===== config.mk =====
export PLATFORM = sky130hd
export DESIGN_NAME = uart_fetch_ctrl
export DESIGN_NICKNAME = d
export VERILOG_FILES = /design/src/rtl/uart_fetch_ctrl_pkg.sv /design/src/rtl/uart_word_assembler.sv /design/src/rtl/uart_fetch_ctrl.sv
export SDC_FILE = /design/constraint.sdc
export NUM_CORES = 1
export LEC_CHECK = 0
export ABC_AREA = 1
export ABC_CLOCK_PERIOD_IN_PS = 2310
export BUFFER_PORTS_ARGS = -buffer_cell sky130_fd_sc_hd__buf_2
export CORE_MARGIN = 5
export CORE_UTILIZATION = 50
export CTS_CLUSTER_DIAMETER = 200
export DETAILED_ROUTE_END_ITERATION = 16
export PLACE_DENSITY = 0.79
export SLEW_MARGIN = 20
export SYNTH_ARGS = -nofsm -noshare
export SYNTH_HDL_FRONTEND = slang
export SYNTH_SLANG_ARGS = --single-unit

===== constraint.sdc =====
create_clock -name clk -period 2.31 [get_ports clk]
set_clock_uncertainty 0.15 [all_clocks]
set_input_delay 0.462 -clock clk [delete_from_list [all_inputs] [get_ports clk]]
set_output_delay 0.462 -clock clk [all_outputs]
set_load 0.05 [all_outputs]

===== src/rtl/uart_fetch_ctrl_pkg.sv =====
// rtl/uart_fetch_ctrl_pkg.sv - shared state encoding, field widths and defaults for the UART program loader
package uart_fetch_ctrl_pkg;

  localparam logic [7:0] START_BYTE_DEFAULT = 8'hA5;

  localparam int BYTE_W = 8;
  localparam int LEN_W  = 16;
  localparam int WORD_W = 16;
  localparam int ADDR_W = 16;

  typedef enum logic [2:0] {
    ST_IDLE,
    ST_LEN_HI,
    ST_LEN_LO,
    ST_DATA_HI,
    ST_DATA_LO,
    ST_CHK,
    ST_START,
    ST_RUN
  } state_t;

  // States in which the inter-byte timeout is armed.
  function automatic logic in_frame(input state_t s);
    return (s == ST_LEN_HI) || (s == ST_LEN_LO) || (s == ST_DATA_HI) ||
           (s == ST_DATA_LO) || (s == ST_CHK);
  endfunction

endpackage


===== src/rtl/uart_word_assembler.sv =====
// rtl/uart_word_assembler.sv - pairs high/low bytes into 16-bit words and keeps the running XOR checksum
module uart_word_assembler
  import uart_fetch_ctrl_pkg::*;
(
  input  logic              clk,
  input  logic              reset_n,
  input  logic              clear,
  input  logic              byte_en,
  input  logic              hi_en,
  input  logic [BYTE_W-1:0] data,
  output logic [WORD_W-1:0] word,
  output logic [BYTE_W-1:0] csum
);

  logic [BYTE_W-1:0] hi_q;
  logic [BYTE_W-1:0] csum_q;

  always_ff @(posedge clk or negedge reset_n) begin
    if (!reset_n) begin
      hi_q   <= '0;
      csum_q <= '0;
    end else if (clear) begin
      hi_q   <= '0;
      csum_q <= '0;
    end else begin
      if (byte_en) csum_q <= csum_q ^ data;
      if (hi_en)   hi_q   <= data;
    end
  end

  // The low byte is taken straight from the bus so the word is ready on the accepting cycle.
  assign word = {hi_q, data};
  assign csum = csum_q;

endmodule


===== src/rtl/uart_fetch_ctrl.sv =====
// rtl/uart_fetch_ctrl.sv - receives a framed program over UART, writes it to instruction memory and releases the CPU
module uart_fetch_ctrl
  import uart_fetch_ctrl_pkg::*;
#(
  parameter logic [7:0] START_BYTE  = START_BYTE_DEFAULT,
  parameter int         MEM_DEPTH   = 256,
  parameter int         TIMEOUT_CYC = 100000
) (
  input  logic        clk,
  input  logic        reset_n,
  input  logic [7:0]  rx_data,
  input  logic        rx_valid,
  output logic        imem_we,
  output logic [15:0] imem_addr,
  output logic [15:0] imem_wdata,
  output logic        pc_load_en,
  output logic [15:0] pc_load_val,
  output logic        cpu_stall,
  output logic        done,
  output logic        err
);

  localparam int                TMO_W    = $clog2(TIMEOUT_CYC + 1);
  localparam logic [TMO_W-1:0]  TMO_LAST = TMO_W'(TIMEOUT_CYC - 1);
  localparam logic [LEN_W:0]    LEN_MAX  = (LEN_W + 1)'(MEM_DEPTH);

  state_t state, state_next;

  logic [LEN_W-1:0]  len_q;
  logic [ADDR_W-1:0] word_cnt;
  logic [TMO_W-1:0]  tmo_cnt;
  logic [WORD_W-1:0] asm_word;
  logic [BYTE_W-1:0] asm_csum;

  logic asm_clear, asm_byte_en, asm_hi_en;
  logic len_load, wr_fire, set_err, clr_err;
  logic frame_active, timed_out, is_start;

  assign frame_active = in_frame(state);
  // A byte arriving on the expiry cycle wins over the timeout.
  assign timed_out    = frame_active && !rx_valid && (tmo_cnt == TMO_LAST);
  assign is_start     = rx_valid && (rx_data == START_BYTE);

  uart_word_assembler u_asm (
    .clk     (clk),
    .reset_n (reset_n),
    .clear   (asm_clear),
    .byte_en (asm_byte_en),
    .hi_en   (asm_hi_en),
    .data    (rx_data),
    .word    (asm_word),
    .csum    (asm_csum)
  );

  always_ff @(posedge clk or negedge reset_n) begin
    if (!reset_n) state <= ST_IDLE;
    else          state <= state_next;
  end

  always_comb begin
    state_next  = state;
    asm_clear   = 1'b0;
    asm_byte_en = 1'b0;
    asm_hi_en   = 1'b0;
    len_load    = 1'b0;
    wr_fire     = 1'b0;
    set_err     = 1'b0;
    clr_err     = 1'b0;
    if (timed_out) begin
      state_next = ST_IDLE;
      set_err    = 1'b1;
    end else begin
      case (state)
        ST_IDLE, ST_RUN: begin
          if (is_start) begin
            state_next = ST_LEN_HI;
            asm_clear  = 1'b1;
            clr_err    = 1'b1;
          end
        end
        ST_LEN_HI: begin
          if (rx_valid) begin
            state_next  = ST_LEN_LO;
            asm_byte_en = 1'b1;
            asm_hi_en   = 1'b1;
          end
        end
        ST_LEN_LO: begin
          if (rx_valid) begin
            asm_byte_en = 1'b1;
            if ({1'b0, asm_word} > LEN_MAX) begin
              state_next = ST_IDLE;
              set_err    = 1'b1;
            end else begin
              len_load   = 1'b1;
              state_next = (asm_word == '0) ? ST_CHK : ST_DATA_HI;
            end
          end
        end
        ST_DATA_HI: begin
          if (rx_valid) begin
            state_next  = ST_DATA_LO;
            asm_byte_en = 1'b1;
            asm_hi_en   = 1'b1;
          end
        end
        ST_DATA_LO: begin
          if (rx_valid) begin
            asm_byte_en = 1'b1;
            wr_fire     = 1'b1;
            state_next  = (word_cnt == len_q - 16'd1) ? ST_CHK : ST_DATA_HI;
          end
        end
        ST_CHK: begin
          if (rx_valid) begin
            if (rx_data == asm_csum) begin
              state_next = ST_START;
            end else begin
              state_next = ST_IDLE;
              set_err    = 1'b1;
            end
          end
        end
        ST_START: state_next = ST_RUN;
        default:  state_next = ST_IDLE;
      endcase
    end
  end

  always_ff @(posedge clk or negedge reset_n) begin
    if (!reset_n) begin
      len_q      <= '0;
      word_cnt   <= '0;
      tmo_cnt    <= '0;
      imem_we    <= 1'b0;
      imem_addr  <= '0;
      imem_wdata <= '0;
      err        <= 1'b0;
    end else begin
      imem_we <= wr_fire;
      if (wr_fire) begin
        imem_addr  <= word_cnt;
        imem_wdata <= asm_word;
        word_cnt   <= word_cnt + 16'd1;
      end
      if (asm_clear) word_cnt <= '0;
      if (len_load)  len_q    <= asm_word;
      if (!frame_active || rx_valid) tmo_cnt <= '0;
      else                           tmo_cnt <= tmo_cnt + TMO_W'(1);
      if (set_err)      err <= 1'b1;
      else if (clr_err) err <= 1'b0;
    end
  end

  assign pc_load_en  = (state == ST_START);
  assign pc_load_val = 16'h0000;
  assign cpu_stall   = (state != ST_RUN);
  assign done        = (state == ST_RUN);

endmodule

==> flow_metrics.env <==
export IMPL_start_kind="flip-flop"
export IMPL_yosysWarnings=0
export IMPL_min_path_cells=3
export IMPL_worstSetupPathType="reg2out"
export IMPL_initial_core_util_pct=51.2
export IMPL_ys_seq_area_share_pct=46.0
export IMPL_netlist_cell_type_count=36
export IMPL_nFillCells=1039
export IMPL_internal_power_uw=4120
export IMPL_r2r_start="state[1]$_DFFE_PN0P_"
export IMPL_cts_tree="done"
export IMPL_hold_ws_ps=200
export IMPL_setup_tns_final_ps=0
export IMPL_switchingPower_uw=4190
export IMPL_clkPwrFrac_pct=14.2
export IMPL_p_leak_uw=0.00322
export IMPL_period_share_pct=92.1
export IMPL_wl_microns=12200
export IMPL_r2r_setup_slack_ps=200
export IMPL_post_cts_setup_buffer_count=0
export IMPL_final_nets=806
export IMPL_gp_congestion=0.945
export IMPL_slew_headroom_pct=63.5
export IMPL_maxCapViolations=0
export IMPL_firstDrtPassIters=5
export IMPL_place_ws_ps=189
export IMPL_endpoint_kind="output pin"
export IMPL_drive_gt1_share_pct=12.4
export IMPL_grt_pass1_wl_microns=20700
export IMPL_wl_per_cell_microns=13.1
export IMPL_synth_area_sq_um=5550
export IMPL_dieHeight_microns=115
export IMPL_rsz0062_at_grt="no"
export IMPL_root_buffer="clkbuf_8"
export IMPL_grtUsageTotal_pct=19.2
export IMPL_cts_clk_slew_worst_paths_ps=110
export IMPL_cts_sinks=102
export IMPL_post_drt_via_cell_ratio=5.07
export IMPL_syn_mean_instance_area_sq_um=7.51
export IMPL_grt_max_degree=50
export IMPL_hold_viol=0
export IMPL_cp_max_fo=8
export IMPL_clk_path_buf_depth=2
export IMPL_num_rows=38
export IMPL_fin_ws_ps=183
export IMPL_finalCriticalPeriod_ps=2130
export IMPL_cp_arrival_ps=1510
export IMPL_power_density_nw_per_um2=1350
export IMPL_synth_cells=738
export IMPL_worstSkewPairLatency_ps=380
export IMPL_numCtsBuffers=9
export IMPL_ir_drop_mv=0.712
export IMPL_die_width_microns=115
export IMPL_tightestPinTransition_ps=548
export IMPL_io_buffers=47
export IMPL_slew_viol_final=0
export IMPL_fmax_mhz=470
export IMPL_antenna_found_initial=0
export IMPL_netSwitchingFraction_pct=50.5
export IMPL_fin_util_pct=56.8
export IMPL_ant_nets=0
export IMPL_diodes=0
export IMPL_dieArea_sq_um=13300
export IMPL_comb_power_share_pct=53.6
export IMPL_setup_viol=0
export IMPL_cp_required_ps=1700
export IMPL_drt_initial_drc_count=191
export IMPL_synth_seq_cells=102
export IMPL_r2r_end="word_cnt[15]$_DFFE_PN0P_"
export IMPL_grt_pass1_vias=4361
export IMPL_worstHoldStart="rx_data[4]"
export IMPL_worst_r2r_path_depth=9
export IMPL_io_pins=64
export IMPL_cts_max_level=3
export IMPL_min_path_type="in2reg"
export IMPL_status="finished clean"
export IMPL_seq_power_share_pct=32.2
export IMPL_coreArea_sq_um=10800
export IMPL_route_vias_total=4752
export IMPL_area_growth_syn_to_layout_pct=11.0
export IMPL_hpwl_microns=9240
export IMPL_hold_end="u_asm.hi_q[4]$_DFFE_PN0P_"
export IMPL_drc=0
export IMPL_gr_total_overflow=0
flip-flops by register name, indices dropped and copies added, names as in the netlist:
register and count:
imem_wdata 16, u_asm.hi_q 8, u_asm.csum 8, state 3, imem_we 1, imem_addr 16, err 1, tmo_cnt 17
word_cnt 16, len_q 16
cell type report:
| class | instances | area [sq um] | share of cell area (%) |
|---|---|---|---|
| Clock buffer | 10 | 128 | 2.07 |
| Clock inverter | 6 | 78.8 | 1.28 |
| Inverter | 105 | 394 | 6.40 |
| Multi-Input combinational cell | 517 | 2480 | 40.4 |
| Sequential cell | 102 | 2550 | 41.5 |
| Tap cell | 140 | 175 | 2.85 |
| Timing Repair Buffer | 57 | 343 | 5.57 |
cell usage after synthesis, drive strengths merged:
library cell / instances / share of area, %
o21a: 1 / 0.14
xnor2: 2 / 0.32
xor2: 17 / 2.7
o22ai: 5 / 0.56
nand3: 38 / 3.5
nand3b: 3 / 0.41
nor3: 26 / 2.6
dfrtp: 102 / 46
and2: 2 / 0.25
ha: 3 / 0.68
inv: 104 / 7.0
clkinv: 1 / 0.068
o21ai: 62 / 5.6
xnor3: 1 / 0.41
buf: 26 / 3.1
a211oi: 4 / 0.54
a21oi: 20 / 1.8
conb: 1 / 0.068
nor2: 87 / 6.9
nor4: 9 / 1.1
nand2: 208 / 14
clkbuf: 3 / 0.20
nand4: 11 / 1.4
a31oi: 2 / 0.23
logic make-up (layout without fill, tap and decap cells):
group,count (synthesis),in the layout,synth area share [%]
AO/OA/AOI/OAI,94,94,8.87
XOR/XNOR,20,20,3.41
adder cells (fa/ha/maj),3,3,0.677
buffers and inverters,134,178,10.4
flip-flops,102,102,46.0
other,1,16,0.0676
AND/OR/NAND/NOR,384,384,30.5
power groups by stage:
stage / clock network [uW] / registers [uW] / logic, uW
after floorplan: 0 / 3560 / 2570
final: 1180 / 2670 / 4450
after global routing: 1270 / 2740 / 4980
after detailed placement: 0 / 2700 / 4390
after global placement: 0 / 2690 / 4310
after CTS: 1210 / 2670 / 4420
layout by cell type, fill, tap and decap left out, types with 6 or more instances in the layout:
cell | Yosys | final
conb_1 | 1 | 16
clkbuf_8 | 0 | 9
nand4_1 | 10 | 10
nand2_1 | 202 | 202
nor3_1 | 23 | 22
dfrtp_1 | 102 | 102
inv_1 | 100 | 100
nand2_2 | 6 | 6
buf_4 | 17 | 8
nor4_1 | 8 | 8
nor2_1 | 78 | 78
a21oi_1 | 20 | 20
buf_2 | 9 | 45
nand3_1 | 37 | 37
o21ai_0 | 57 | 57
xor2_1 | 17 | 17
through the flow:
step	total power, uW	cells	instance area, sq um
finish	8310	937	6150
global route	9000	937	6150
CTS	8300	937	6140
detailed placement	7090	920	5920
global placement	7000	920	5920
floorplan	6130	753	5600
timing repair:
| action | CTS | global route |
|---|---|---|
| resized for setup | 0 | 4 |
| hold buffers | 1 | 0 |
| endpoints found under the setup margin | 0 | 2 |
| endpoints found under the hold margin | 40 | 0 |
worst max-delay path: stages (launching register included):
cell     delay (ps)
dfrtp_1         510
inv_1           140
nor2_1          200
buf_2           300
layer usage:
| layer | routed length (microns) | GRT usage [%] |
|---|---|---|
| met3 | 605 | 3.79 |
| met4 | 197 | 5.09 |
| met2 | 5780 | 31.7 |
| met5 | 0 | 0 |
| met1 | 5650 | 26.1 |
how the worst max path moves through the flow:
stage	startpoint	to	slack, ps	cells after the start
3_3_place_gp	rx_data[4]	len_q[4]$_DFFE_PN0P_	260	10
4_1_cts	state[2]$_DFFE_PN0P_	pc_load_en	110	3
6_report	state[2]$_DFFE_PN0P_	done	180	3
5_1_grt	len_q[0]$_DFFE_PN0P_	state[2]$_DFFE_PN0P_	10	15
2_1_floorplan	state[2]$_DFFE_PN0P_	cpu_stall	10	4
3_5_place_dp	rx_data[4]	len_q[7]$_DFFE_PN0P_	190	10
No activity file was read; power rests on OpenSTA's default activity.
